==> config.mk <==
export PLATFORM = sky130hd
export DESIGN_NAME = multi_channel_counter_with_strobe_flat
export DESIGN_NICKNAME = d
export VERILOG_FILES = /design/src/rtl/multi_channel_counter_with_strobe_if.sv /design/src/rtl/multi_channel_counter_with_strobe.sv /design/src/flat_wrapper.sv
export SDC_FILE = /design/constraint.sdc
export NUM_CORES = 1
export LEC_CHECK = 0
export BUFFER_PORTS_ARGS = -buffer_cell sky130_fd_sc_hd__buf_2
export CAP_MARGIN = 10
export CORE_MARGIN = 8
export CORE_UTILIZATION = 25
export CTS_CLUSTER_DIAMETER = 100
export DETAILED_ROUTE_END_ITERATION = 12
export PLACE_DENSITY_LB_ADDON = 0.08
export SLEW_MARGIN = 20
export SYNTH_ARGS = -nofsm -noshare
export SYNTH_HDL_FRONTEND = slang
export SYNTH_SLANG_ARGS = --single-unit
==> constraint.sdc <==
create_clock -name clk -period 2.7 [get_ports clk]
set_input_delay 0.405 -clock clk [delete_from_list [all_inputs] [get_ports clk]]
set_output_delay 0.405 -clock clk [all_outputs]
set_load 0.1 [all_outputs]
==> src/rtl/multi_channel_counter_with_strobe_if.sv <==
// Signal bundle for the multi-channel counter: per-channel tick/status lines
// plus the configuration valid/ready handshake.
interface multi_channel_counter_with_strobe_if #(
    parameter int WIDTH    = 16,
    parameter int CHANNELS = 4
);
    localparam int CW = (CHANNELS > 1) ? $clog2(CHANNELS) : 1;

    logic [CHANNELS-1:0]       tick;
    logic [CHANNELS-1:0]       ready;
    logic [CHANNELS-1:0]       strobe;
    logic [CHANNELS-1:0]       running;
    logic [CHANNELS*WIDTH-1:0] count;
    logic                      cfg_valid;
    logic                      cfg_ready;
    logic [CW-1:0]             cfg_chan;
    logic [WIDTH-1:0]          cfg_period;
    logic                      cfg_oneshot;
    logic                      cfg_start;

    modport master (
        output tick, cfg_valid, cfg_chan, cfg_period, cfg_oneshot, cfg_start,
        input  ready, strobe, running, count, cfg_ready
    );

    modport slave (
        input  tick, cfg_valid, cfg_chan, cfg_period, cfg_oneshot, cfg_start,
        output ready, strobe, running, count, cfg_ready
    );
endinterface

==> src/rtl/multi_channel_counter_with_strobe.sv <==
// Independent per-channel tick counters with programmable terminal period and
// a sliced, pipelined increment path of LATENCY extra stages.
//
// state | meaning
// IDLE  | stopped: running=0, ready=0
// ARMED | counting, accepts a tick: running=1, ready=1
// PEND  | tick in flight through the increment pipeline: running=1, ready=0
module multi_channel_counter_with_strobe #(
    parameter int WIDTH    = 16,
    parameter int CHANNELS = 4,
    parameter int LATENCY  = 2
) (
    input logic                               clk,
    input logic                               rst,
    multi_channel_counter_with_strobe_if.slave bus
);
    localparam int CW = (CHANNELS > 1) ? $clog2(CHANNELS) : 1;
    localparam int NS = LATENCY + 1;
    localparam int SW = (WIDTH + NS - 1) / NS;

    typedef enum logic [1:0] {
        IDLE  = 2'd0,
        ARMED = 2'd1,
        PEND  = 2'd2
    } state_t;

    // Slice k covers bits [k*SW, (k+1)*SW); slices past WIDTH are empty.
    function automatic logic [WIDTH-1:0] slice_sum(input logic [WIDTH-1:0] val,
                                                   input logic cin, input int k);
        logic [WIDTH-1:0] v;
        logic             c;
        v = val;
        c = cin;
        for (int i = 0; i < WIDTH; i++) begin
            if (i >= k * SW && i < (k + 1) * SW) begin
                v[i] = val[i] ^ c;
                c    = val[i] & c;
            end
        end
        return v;
    endfunction

    function automatic logic slice_carry(input logic [WIDTH-1:0] val,
                                         input logic cin, input int k);
        logic c;
        c = cin;
        for (int i = 0; i < WIDTH; i++) begin
            if (i >= k * SW && i < (k + 1) * SW)
                c = val[i] & c;
        end
        return c;
    endfunction

    logic cfg_rdy_q;
    logic cfg_wr;

    always_ff @(posedge clk) begin
        if (!rst) cfg_rdy_q <= 1'b0;
        else      cfg_rdy_q <= 1'b1;
    end

    assign bus.cfg_ready = cfg_rdy_q;
    assign cfg_wr        = bus.cfg_valid && cfg_rdy_q;

    for (genvar n = 0; n < CHANNELS; n++) begin : g_ch
        state_t           st, st_nxt;
        logic [WIDTH-1:0] cnt, cnt_nxt;
        logic [WIDTH-1:0] per, per_nxt;
        logic             one, one_nxt;
        logic             stb, stb_nxt;
        logic             rdy, run;
        logic             hit, acc, cmt;
        logic [WIDTH-1:0] sum_fin;

        assign hit = cfg_wr && (bus.cfg_chan == CW'(n));
        assign acc = bus.tick[n] && rdy && run;

        if (LATENCY == 0) begin : g_nopipe
            assign cmt     = acc;
            assign sum_fin = slice_sum(cnt, 1'b1, 0);
        end else begin : g_pipe
            logic [WIDTH-1:0]   stg_val [LATENCY];
            logic [LATENCY-1:0] stg_c;
            logic [LATENCY-1:0] stg_v;

            // A config write to this channel kills whatever is in flight.
            always_ff @(posedge clk) begin
                if (!rst || hit) begin
                    stg_v <= '0;
                end else begin
                    stg_v[0] <= acc;
                    for (int k = 1; k < LATENCY; k++)
                        stg_v[k] <= stg_v[k-1];
                end
            end

            always_ff @(posedge clk) begin
                stg_val[0] <= slice_sum(cnt, 1'b1, 0);
                stg_c[0]   <= slice_carry(cnt, 1'b1, 0);
                for (int k = 1; k < LATENCY; k++) begin
                    stg_val[k] <= slice_sum(stg_val[k-1], stg_c[k-1], k);
                    stg_c[k]   <= slice_carry(stg_val[k-1], stg_c[k-1], k);
                end
            end

            assign cmt     = stg_v[LATENCY-1];
            assign sum_fin = slice_sum(stg_val[LATENCY-1], stg_c[LATENCY-1], LATENCY);
        end

        always_ff @(posedge clk) begin
            if (!rst) begin
                st  <= IDLE;
                cnt <= '0;
                per <= '0;
                one <= 1'b0;
                stb <= 1'b0;
            end else begin
                st  <= st_nxt;
                cnt <= cnt_nxt;
                per <= per_nxt;
                one <= one_nxt;
                stb <= stb_nxt;
            end
        end

        always_comb begin
            st_nxt  = st;
            cnt_nxt = cnt;
            per_nxt = per;
            one_nxt = one;
            stb_nxt = 1'b0;
            if (hit) begin
                per_nxt = bus.cfg_period;
                one_nxt = bus.cfg_oneshot;
                cnt_nxt = '0;
                st_nxt  = bus.cfg_start ? ARMED : IDLE;
            end else begin
                if (acc)
                    st_nxt = PEND;
                // Period 0 falls out naturally: the wrap to 0 matches P=0.
                if (cmt) begin
                    if (sum_fin == per) begin
                        cnt_nxt = '0;
                        stb_nxt = 1'b1;
                        st_nxt  = one ? IDLE : ARMED;
                    end else begin
                        cnt_nxt = sum_fin;
                        st_nxt  = ARMED;
                    end
                end
            end
        end

        always_comb begin
            rdy = 1'b0;
            run = 1'b0;
            case (st)
                ARMED: begin
                    rdy = 1'b1;
                    run = 1'b1;
                end
                PEND:    run = 1'b1;
                default: ;
            endcase
        end

        assign bus.ready[n]                  = rdy;
        assign bus.running[n]                = run;
        assign bus.strobe[n]                 = stb;
        assign bus.count[n*WIDTH +: WIDTH]   = cnt;
    end
endmodule

==> src/flat_wrapper.sv <==
// flat-port wrapper written by rule: the top's interface ports become plain ports
module multi_channel_counter_with_strobe_flat 
#(
    parameter int WIDTH    = 16,
    parameter int CHANNELS = 4,
    parameter int LATENCY  = 2
)
  (clk, rst, bus_tick, bus_cfg_valid, bus_cfg_chan, bus_cfg_period, bus_cfg_oneshot, bus_cfg_start, bus_ready, bus_strobe, bus_running, bus_count, bus_cfg_ready);
  multi_channel_counter_with_strobe_if #(.WIDTH(WIDTH), .CHANNELS(CHANNELS)) bus_i ();
  input logic clk;
  input logic rst;
  input wire logic [$bits(bus_i.tick)-1:0] bus_tick;
  input wire logic [$bits(bus_i.cfg_valid)-1:0] bus_cfg_valid;
  input wire logic [$bits(bus_i.cfg_chan)-1:0] bus_cfg_chan;
  input wire logic [$bits(bus_i.cfg_period)-1:0] bus_cfg_period;
  input wire logic [$bits(bus_i.cfg_oneshot)-1:0] bus_cfg_oneshot;
  input wire logic [$bits(bus_i.cfg_start)-1:0] bus_cfg_start;
  output wire logic [$bits(bus_i.ready)-1:0] bus_ready;
  output wire logic [$bits(bus_i.strobe)-1:0] bus_strobe;
  output wire logic [$bits(bus_i.running)-1:0] bus_running;
  output wire logic [$bits(bus_i.count)-1:0] bus_count;
  output wire logic [$bits(bus_i.cfg_ready)-1:0] bus_cfg_ready;
  assign bus_i.tick = bus_tick;
  assign bus_i.cfg_valid = bus_cfg_valid;
  assign bus_i.cfg_chan = bus_cfg_chan;
  assign bus_i.cfg_period = bus_cfg_period;
  assign bus_i.cfg_oneshot = bus_cfg_oneshot;
  assign bus_i.cfg_start = bus_cfg_start;
  assign bus_ready = bus_i.ready;
  assign bus_strobe = bus_i.strobe;
  assign bus_running = bus_i.running;
  assign bus_count = bus_i.count;
  assign bus_cfg_ready = bus_i.cfg_ready;
  multi_channel_counter_with_strobe #(.WIDTH(WIDTH), .CHANNELS(CHANNELS), .LATENCY(LATENCY)) u_core (.clk(clk), .rst(rst), .bus(bus_i));
endmodule
==> flow_metrics.env, run 1 <==
export IMPL_hpwl_um=19800
export IMPL_grt_max_degree=27
export IMPL_synth_edf_count=0
export IMPL_ys_seq_area_share_pct=56.0
export IMPL_path_cells="inv_1, ha_1, inv_1, buf_2"
export IMPL_cts_clk_slew_worst_paths_ns=0.05
export IMPL_ctsLongestPathBuffers=3
export IMPL_maxSlewHeadroom_pct=47.7
export IMPL_pre_cts_ws_ns=0.573
export IMPL_clock_fmax_mhz=466
export IMPL_min_path_type="in2reg"
export IMPL_cts_tree="done"
export IMPL_peakVddDrop_v=0.000309
export IMPL_synthTopCellsByCount="289 x dfxtp_1, 193 x nand2_1, 67 x a21boi_0, 67 x xnor2_1, 64 x ha_1"
export IMPL_cp_depth=4
export IMPL_vias_per_cell=4.16
export IMPL_wire_per_inst_um=17.6
export IMPL_grt_pass1_vias=7180
export IMPL_powerDensity_mw_per_mm2=736
export IMPL_post_route_min_period_ns=2.15
export IMPL_p_leak_nw=5.19
export IMPL_synthTopCellsByArea="dfxtp_1 56%, ha_1 7.8%, nand2_1 7.0%"
export IMPL_synthFlopType="dfxtp_1"
export IMPL_grtUsageTotal_pct=12.0
export IMPL_r2r_cells=8
export IMPL_synth_ff_latch_count=289
export IMPL_clk_latency_ns=0.52
export IMPL_synth_avg_cell_area_um2=10.8
export IMPL_setup_ws_ns=0.554
export IMPL_arrival_ns=1.74
export IMPL_yosysMostFrequentCell="dfxtp_1"
export IMPL_multiInputGateArea_mm2=0.00415
export IMPL_grt_overflow=0
export IMPL_synth_top_area_cell="dfxtp_1"
export IMPL_cp_slowest_cell="dfxtp_1"
export IMPL_regArea_mm2=0.00579
export IMPL_cpPeakStageDelay_ns=0.41
export IMPL_skew_ns=0.0164
export IMPL_start_util_pct=25.3
export IMPL_syn2layout_area_growth_pct=21.0
export IMPL_setup_violations=0
export IMPL_crit_path_start_kind="flop"
export IMPL_maxSlewViolCount=0
export IMPL_first_pass_iters=4
export IMPL_final_cell_area_mm2=0.0125
export IMPL_drc=0
export IMPL_critical_path_class="reg2out"
export IMPL_synth_top_area_share_pct=56.0
export IMPL_ys_warn_count=0
export IMPL_antenna_found_initial=1
export IMPL_synthCells=956
export IMPL_worstSetupEndpointType="output port"
export IMPL_placed_area_mm2=0.0114
export IMPL_ctsResizeCount=0
export IMPL_layout_drive_gt1_share_pct=20.9
export IMPL_num_vias=6725
export IMPL_syn_area_mm2=0.0103
export IMPL_fill_cells=4219
export IMPL_fin_crit_sh_pct=79.5
export IMPL_cp_required_ns=2.30
export IMPL_final_hold_viol_count=0
export IMPL_synth_cell_types=37
export IMPL_rows=74
export IMPL_die_x_um=219
export IMPL_ctsHoldBuffers=0
export IMPL_cp_num_buf_inv=3
export IMPL_drtIter0Drc=298
export IMPL_io_pins=104
export IMPL_postCtsSetupBuffers=0
export IMPL_routabilityCongestion=0.688
export IMPL_cts_sinks=289
export IMPL_path_common_cell="inv_1"
export IMPL_die_area_mm2=0.0481
export IMPL_status="finished clean"
export IMPL_h_tree_depth=2
export IMPL_die_h_um=219
export IMPL_grt_pass1_wl_um=44200
export IMPL_max_cap_violations=0
export IMPL_syn_num_nets=1047
export IMPL_ant_nets=0
export IMPL_critPathTopFamily="buffers and inverters"
export IMPL_drt_total_wl_um=28400
export IMPL_async_flop_share_pct=0
export IMPL_cp_max_fo=3
export IMPL_core_mm2=0.0408
export IMPL_tns_ns=0
export IMPL_root_buffer="clkbuf_16"
export IMPL_portBuffers=103
export IMPL_hold_slack_ns=0.177
export IMPL_cts_made_buffers=36
export IMPL_rsz0062_at_grt="no"
export IMPL_whs_path_depth=3
export IMPL_finalNetCount=1154
export IMPL_tightest_slew_ns=0.785
## registers in the layout (all words and copies together), names as in the netlist, 4 cells and up
| name | count |
|---|---|
| u_core.g_ch.cnt | 64 |
| u_core.g_ch.g_pipe.stg_c | 8 |
| u_core.g_ch.g_pipe.stg_v | 8 |
| u_core.g_ch.g_pipe.stg_val | 128 |
| u_core.g_ch.one | 4 |
| u_core.g_ch.per | 64 |
| u_core.g_ch.st | 8 |
| u_core.g_ch.stb | 4 |
## path summary, 6_finish.rpt
check	from	endpoint	slack, ns
setup reg to reg	u_core.g_ch[1].g_pipe.stg_c[1]$_DFF_P_	u_core.g_ch[1].cnt[11]$_SDFFE_PP0P_	0.57
hold / removal	bus_tick[1]	u_core.g_ch[1].g_pipe.stg_v[0]$_SDFF_PP0_	0.18
setup / recovery	u_core.g_ch[2].st[0]$_SDFFE_PN0P_	bus_running[2]	0.55
hold reg to reg	u_core.g_ch[0].g_pipe.stg_val[0][15]$_DFF_P_	u_core.g_ch[0].g_pipe.stg_val[0][31]$_DFF_P_	0.31
## worst min-delay path: stages
cell,delay (ns)
buf_2,0.07
nand2_1,0.08
nor2_1,0.09
## layer usage
metal	vias to the layer above	wire, um	global-route usage (%)
li1	3423	-	-
met4	2	578	4.18
met5	-	13	0
met2	108	12600	18.7
met3	42	1330	2.68
met1	3150	13900	16.2
## power by group
part	switching, mW	internal [mW]
clock network	1.74	2.80
logic	0.241	0.0960
registers	0.0236	4.30
## metrics by stage
stage / std cells / util [%] / power [mW]
3_5_place_dp: 1557 / 27.9 / 4.76
6_report: 1616 / 30.6 / 9.20
2_1_floorplan: 956 / - / 4.63
3_3_place_gp: 1557 / 27.9 / 4.76
5_1_grt: 1614 / 30.6 / 9.59
4_1_cts: 1614 / 30.6 / 9.41
## logic make-up after synthesis
group	count (synthesis)	share of synthesized area, %
flip-flops	289	56.0
AND/OR/NAND/NOR	246	10.7
AO/OA/AOI/OAI	155	9.98
buffers and inverters	77	3.80
XOR/XNOR	68	5.76
adder cells (fa/ha/maj)	64	7.75
multiplexers	57	6.03
## area by class of cell
cell class / count / area share (%)
Antenna cell: 2 / 0.0400
Clock buffer: 53 / 8.53
Clock inverter: 4 / 0.360
Inverter: 16 / 0.480
Multi-Input combinational cell: 590 / 33.2
Sequential cell: 289 / 46.3
Tap cell: 532 / 5.33
Timing Repair Buffer: 130 / 5.75
## cell usage in the layout (no fill, tap or decap), types with 2 or more instances in the layout
master	netlist	layout
a211o_1	5	5
a211oi_1	19	19
a21boi_0	67	67
a21oi_1	52	52
and2_1	4	4
and3_1	6	6
and4b_1	2	2
buf_2	29	103
buf_4	14	27
clkbuf_1	15	8
clkbuf_16	0	37
clkbuf_8	0	8
clkinv_2	0	3
dfxtp_1	289	289
diode_2	0	2
ha_1	64	64
inv_1	16	16
mux2_2	42	42
mux2i_1	15	15
nand2_1	193	193
nand4_1	17	17
nand4b_1	2	2
nor2_1	8	8
nor2b_1	2	2
nor3_1	2	2
nor3_4	3	3
o211ai_1	7	7
o21ai_0	3	3
xnor2_1	67	67
(Power assumes the default switching activity.)
==> inputs of run 2 (changes only) <==
==> constraint.sdc (replaced) <==
create_clock -name clk -period 1.9 [get_ports clk]
set_input_delay 0.285 -clock clk [delete_from_list [all_inputs] [get_ports clk]]
set_output_delay 0.285 -clock clk [all_outputs]
set_load 0.1 [all_outputs]
==> flow_metrics.env, run 2 (same netlist as run 1, synthesis figures left out) <==
export IMPL_top_regs="u_core.g_ch.g_pipe.stg_val: 128 flops, u_core.g_ch.cnt: 64 flops, u_core.g_ch.per: 64 flops"
export IMPL_final_hold_viol_count=0
export IMPL_cts_made_buffers=35
export IMPL_grt_max_degree=23
export IMPL_cts_clk_slew_worst_paths_ns=0.06
export IMPL_syn2layout_area_growth_pct=27.2
export IMPL_cp_max_fo=4
export IMPL_crit_path_start_kind="flop"
export IMPL_vias_per_cell=4.13
export IMPL_skew_ns=0.0118
export IMPL_largest_register_ffs=128
export IMPL_peakVddDrop_v=0.000573
export IMPL_layout_commonest_cell="dfxtp_1"
export IMPL_h_tree_depth=2
export IMPL_layout_drive_gt1_share_pct=26.8
export IMPL_maxSlewViolCount=0
export IMPL_drc=0
export IMPL_setup_violations=0
export IMPL_final_cell_area_mm2=0.0131
export IMPL_cts_sinks=289
export IMPL_grt_pass1_wl_um=43300
export IMPL_powerDensity_mw_per_mm2=990
export IMPL_r2r_cells=9
export IMPL_critical_path_class="reg2reg"
export IMPL_die_x_um=219
export IMPL_max_cap_violations=0
export IMPL_routabilityCongestion=0.672
export IMPL_grt_overflow=0
export IMPL_fin_util_pct=32.2
export IMPL_min_path_type="in2reg"
export IMPL_portBuffers=103
export IMPL_rsz0062_at_grt="yes"
export IMPL_ctsLongestPathBuffers=3
export IMPL_root_buffer="clkbuf_16"
export IMPL_die_area_mm2=0.0481
export IMPL_clock_fmax_mhz=543
export IMPL_whs_path_depth=3
export IMPL_ant_nets=0
export IMPL_p_leak_nw=5.35
export IMPL_num_vias=6789
export IMPL_worstSetupEndpointType="flop"
export IMPL_fin_crit_sh_pct=97.0
export IMPL_grt_pass1_vias=7106
export IMPL_grtUsageTotal_pct=11.7
export IMPL_start_util_pct=25.3
export IMPL_io_pins=104
export IMPL_placed_area_mm2=0.0116
export IMPL_rows=74
export IMPL_final_cell_mix="278 x dfxtp_1, 193 x nand2_1, 98 x buf_2"
export IMPL_die_h_um=219
export IMPL_clk_latency_ns=0.52
export IMPL_antenna_found_initial=3
export IMPL_post_route_min_period_ns=1.84
export IMPL_tightest_slew_ns=0.511
export IMPL_arrival_ns=2.27
export IMPL_cts_tree="done"
export IMPL_regMostFlops="u_core.g_ch.g_pipe.stg_val"
export IMPL_cp_required_ns=2.33
export IMPL_maxSlewHeadroom_pct=66.2
export IMPL_ctsHoldBuffers=0
export IMPL_hpwl_um=19700
export IMPL_tns_ns=0
export IMPL_drtIter0Drc=276
export IMPL_status="finished clean"
export IMPL_drt_total_wl_um=28300
export IMPL_finalNetCount=1178
export IMPL_first_pass_iters=5
export IMPL_core_mm2=0.0408
export IMPL_wire_per_inst_um=17.2
==> run 2: cell count changes in the layout (fill, tap and decap cells not counted), moves of 8 or more <==
| cell | before | now |
|---|---|---|
| ha_4 | 0 | 9 |
| buf_6 | 0 | 10 |
| xnor2_1 | 67 | 58 |
| ha_1 | 64 | 52 |
| dfxtp_1 | 289 | 278 |
| xnor2_2 | 0 | 8 |
| dfxtp_2 | 0 | 11 |
| buf_4 | 27 | 36 |
==> run 2: layout make-up <==
cell class,instances,area (um^2)
fillers,4205,27700
multi-input cells,590,4410
clock inverters,8,57.6
inverters,16,60.1
well taps,532,666
flip-flops and latches,289,5800
clock buffers,51,1030
repair buffers,155,1120
diodes,1,2.50
==> run 2: critical path: stages (launching register included) <==
cell	delay [ns]
dfxtp_2	0.33
ha_4	0.16
ha_4	0.15
ha_4	0.17
xnor2_4	0.21
xnor2_2	0.16
nor3_4	0.08
buf_6	0.14
clkbuf_16	0.15
a211oi_1	0.22
==> run 2: worst paths after layout <==
kind | startpoint | endpoint | slack, ns
hold / removal | bus_tick[2] | u_core.g_ch[2].g_pipe.stg_v[0]$_SDFF_PP0_ | 0.05
setup reg to reg | u_core.g_ch[0].g_pipe.stg_c[1]$_DFF_P_ | u_core.g_ch[0].cnt[2]$_SDFFE_PP0P_ | 0.06
hold reg to reg | u_core.g_ch[2].g_pipe.stg_val[0][14]$_DFF_P_ | u_core.g_ch[2].g_pipe.stg_val[0][30]$_DFF_P_ | 0.32
setup / recovery | u_core.g_ch[0].g_pipe.stg_c[1]$_DFF_P_ | u_core.g_ch[0].cnt[2]$_SDFFE_PP0P_ | 0.06
==> run 2: per-stage QoR <==
stage	worst slack (ns)	power (mW)	instances	hold slack, ns
2_1_floorplan	-0.00168	6.57	956	0.310
3_3_place_gp	-0.0484	6.78	1570	0.310
3_5_place_dp	-0.0584	6.78	1570	0.312
4_1_cts	-0.0320	13.3	1633	0.0347
5_1_grt	-0.0234	13.6	1642	0.0568
6_report	0.0578	13.0	1642	0.0528
==> run 2: what timing repair did <==
action	CTS	global route
resized for setup	20	37
endpoints found under the setup margin	62	73
pin swaps	8	14
cloned	2	4
buffers inserted	2	5
==> run 2: power breakdown <==
| group | switching [mW] | internal (mW) |
|---|---|---|
| registers | 0.0355 | 6.11 |
| logic | 0.351 | 0.199 |
| clock network | 2.57 | 3.75 |
| total | 2.96 | 10.1 |
==> run 2: layer usage <==
layer / global-route usage (%) / vias up / share of wire [%] / wire (um)
li1: - / 3463 / - / -
met1: 16.0 / 3165 / 50 / 14100
met2: 17.8 / 104 / 44 / 12300
met3: 2.71 / 53 / 4.3 / 1230
met4: 3.80 / 4 / 2.4 / 676
met5: 0 / - / 0.099 / 28
==> inputs of run 3 (changes only) <==
--- a/config.mk
+++ b/config.mk
@@ -12,6 +12,7 @@
 export CTS_CLUSTER_DIAMETER = 100
 export DETAILED_ROUTE_END_ITERATION = 12
 export PLACE_DENSITY_LB_ADDON = 0.08
+export REMOVE_ABC_BUFFERS = 1
 export SLEW_MARGIN = 20
 export SYNTH_ARGS = -nofsm -noshare
 export SYNTH_HDL_FRONTEND = slang
==> flow_metrics.env, run 3 (same netlist as run 1, synthesis figures left out) <==
export IMPL_peakVddDrop_v=0.000461
export IMPL_finalNetCount=1182
export IMPL_io_pins=104
export IMPL_cts_tree="done"
export IMPL_clk_latency_ns=0.54
export IMPL_maxSlewHeadroom_pct=66.1
export IMPL_hold_slack_ns=0.0519
export IMPL_final_cell_mix="279 x dfxtp_1, 193 x nand2_1, 95 x buf_2"
export IMPL_busiest_layer="met2"
export IMPL_grt_pass1_vias=7125
export IMPL_layout_drive_gt1_share_pct=28.0
export IMPL_drc=0
export IMPL_cpPeakStageDelay_ns=0.32
export IMPL_powerDensity_mw_per_mm2=1000
export IMPL_cp_max_fo=5
export IMPL_grt_max_degree=30
export IMPL_use_met3_pct=2.60
export IMPL_grtUsageTotal_pct=12.1
export IMPL_start_util_pct=25.3
export IMPL_vias_per_cell=4.15
export IMPL_fin_crit_sh_pct=98.7
export IMPL_wire_per_inst_um=17.4
export IMPL_clock_fmax_mhz=533
export IMPL_die_x_um=219
export IMPL_grt_pass1_wl_um=44500
export IMPL_grt_overflow=0
export IMPL_antenna_found_initial=0
export IMPL_core_mm2=0.0408
export IMPL_rows=74
export IMPL_maxSlewViolCount=0
export IMPL_cts_sinks=289
export IMPL_crit_path_start_kind="flop"
export IMPL_die_h_um=219
export IMPL_worstSetupEndpointType="flop"
export IMPL_critical_path_class="reg2reg"
export IMPL_fill_cells=4167
export IMPL_min_path_type="in2reg"
export IMPL_cp_required_ns=2.36
export IMPL_regMostFlops="u_core.g_ch.g_pipe.stg_val"
export IMPL_tightest_slew_ns=0.512
export IMPL_path_common_cell="ha_4"
export IMPL_cts_clk_slew_worst_paths_ns=0.06
export IMPL_max_cap_violations=0
export IMPL_cp_slowest_cell="dfxtp_2"
export IMPL_antenna_cells=0
export IMPL_die_area_mm2=0.0481
export IMPL_p_leak_nw=5.41
export IMPL_cp_num_buf_inv=2
export IMPL_arrival_ns=2.34
export IMPL_first_pass_iters=4
export IMPL_final_hold_viol_count=0
export IMPL_setup_ws_ns=0.0255
export IMPL_syn2layout_area_growth_pct=28.9
export IMPL_status="finished clean"
export IMPL_fin_cells=1651
export IMPL_pre_cts_ws_ns=-0.162
export IMPL_layout_commonest_cell="dfxtp_1"
export IMPL_ant_nets=0
export IMPL_drtIter0Drc=282
export IMPL_critPathTopFamily="adder cells"
export IMPL_rsz0062_at_grt="yes"
export IMPL_portBuffers=103
export IMPL_setup_violations=0
export IMPL_post_route_min_period_ns=1.87
export IMPL_ctsLongestPathBuffers=3
export IMPL_grtUsageMet1_pct=16.5
export IMPL_path_cells="ha_4, ha_4, ha_4, xnor2_2, nand4_1, nor3_4, buf_6, buf_12, and3_1"
export IMPL_routabilityCongestion=0.678
export IMPL_num_vias=6858
export IMPL_h_tree_depth=2
export IMPL_dp_cells=1575
export IMPL_largest_register_ffs=128
export IMPL_root_buffer="clkbuf_16"
export IMPL_top_regs="u_core.g_ch.g_pipe.stg_val: 128 flops, u_core.g_ch.cnt: 64 flops, u_core.g_ch.per: 64 flops"
export IMPL_use_met2_pct=18.5
export IMPL_skew_ns=0.0222
export IMPL_cts_made_buffers=36
export IMPL_drt_total_wl_um=28800
export IMPL_hpwl_um=19600
[run 3: where the power goes]
part           total, mW  leakage (nW)  internal (mW)  switching, mW
logic              0.583          2.50          0.209          0.374
registers           6.14          2.34           6.11         0.0339
clock network       6.65         0.569           4.00           2.64
[run 3: per-layer routing]
layer  share of wire, %  up-vias
li1                   -     3490
met1                 50     3229
met2                 44      105
met3                3.6       34
met4                2.1        0
met5                  0        -
[run 3: metrics by stage]
| stage | instance area, um^2 | utilization, % | TNS (ns) | power, mW |
|---|---|---|---|---|
| after floorplan | 10000 | - | -56.36 | 6.52 |
| after global placement | 11600 | 28.3 | -4.28 | 6.79 |
| after detailed placement | 11600 | 28.3 | -4.69 | 6.79 |
| after CTS | 13100 | 32.1 | -0.103 | 13.7 |
| after global routing | 13300 | 32.6 | -0.675 | 14.0 |
| final | 13300 | 32.6 | 0 | 13.4 |
[run 3: final cells by class]
cell class / instances / area [um^2] / area share [%]
Timing Repair Buffer: 158 / 1130 / 8.50
Clock inverter: 12 / 97.6 / 0.733
Inverter: 16 / 60.1 / 0.451
Clock buffer: 54 / 1060 / 7.96
Multi-Input combinational cell: 590 / 4500 / 33.8
Sequential cell: 289 / 5800 / 43.5
Tap cell: 532 / 666 / 5.00
[run 3: worst paths after layout]
path	endpoint	depth (start not counted)	start	slack (ns)
min reg2reg	u_core.g_ch[1].g_pipe.stg_val[0][28]$_DFF_P_	0	u_core.g_ch[1].g_pipe.stg_val[0][12]$_DFF_P_	0.31
max reg2reg	u_core.g_ch[1].stb$_SDFF_PP0_	9	u_core.g_ch[1].g_pipe.stg_val[0][28]$_DFF_P_	0.03
min	u_core.g_ch[3].g_pipe.stg_v[0]$_SDFF_PP0_	3	bus_tick[3]	0.05
max	u_core.g_ch[1].stb$_SDFF_PP0_	9	u_core.g_ch[1].g_pipe.stg_val[0][28]$_DFF_P_	0.03
[run 3: repair_timing]
| action | CTS | global route |
|---|---|---|
| setup buffers | 4 | 2 |
| cloned | 3 | 2 |
| setup endpoints to repair | 78 | 78 |
| pin swaps | 13 | 18 |
| hold buffers | 1 | 0 |
| resized for setup | 39 | 52 |
| endpoints found under the hold margin | 1 | 0 |
[run 3: worst register-to-register path: stages, from the launching register on]
cell,delay [ns]
dfxtp_2,0.32
ha_4,0.15
ha_4,0.16
ha_4,0.27
xnor2_2,0.10
nand4_1,0.14
nor3_4,0.23
buf_6,0.16
buf_12,0.13
and3_1,0.15
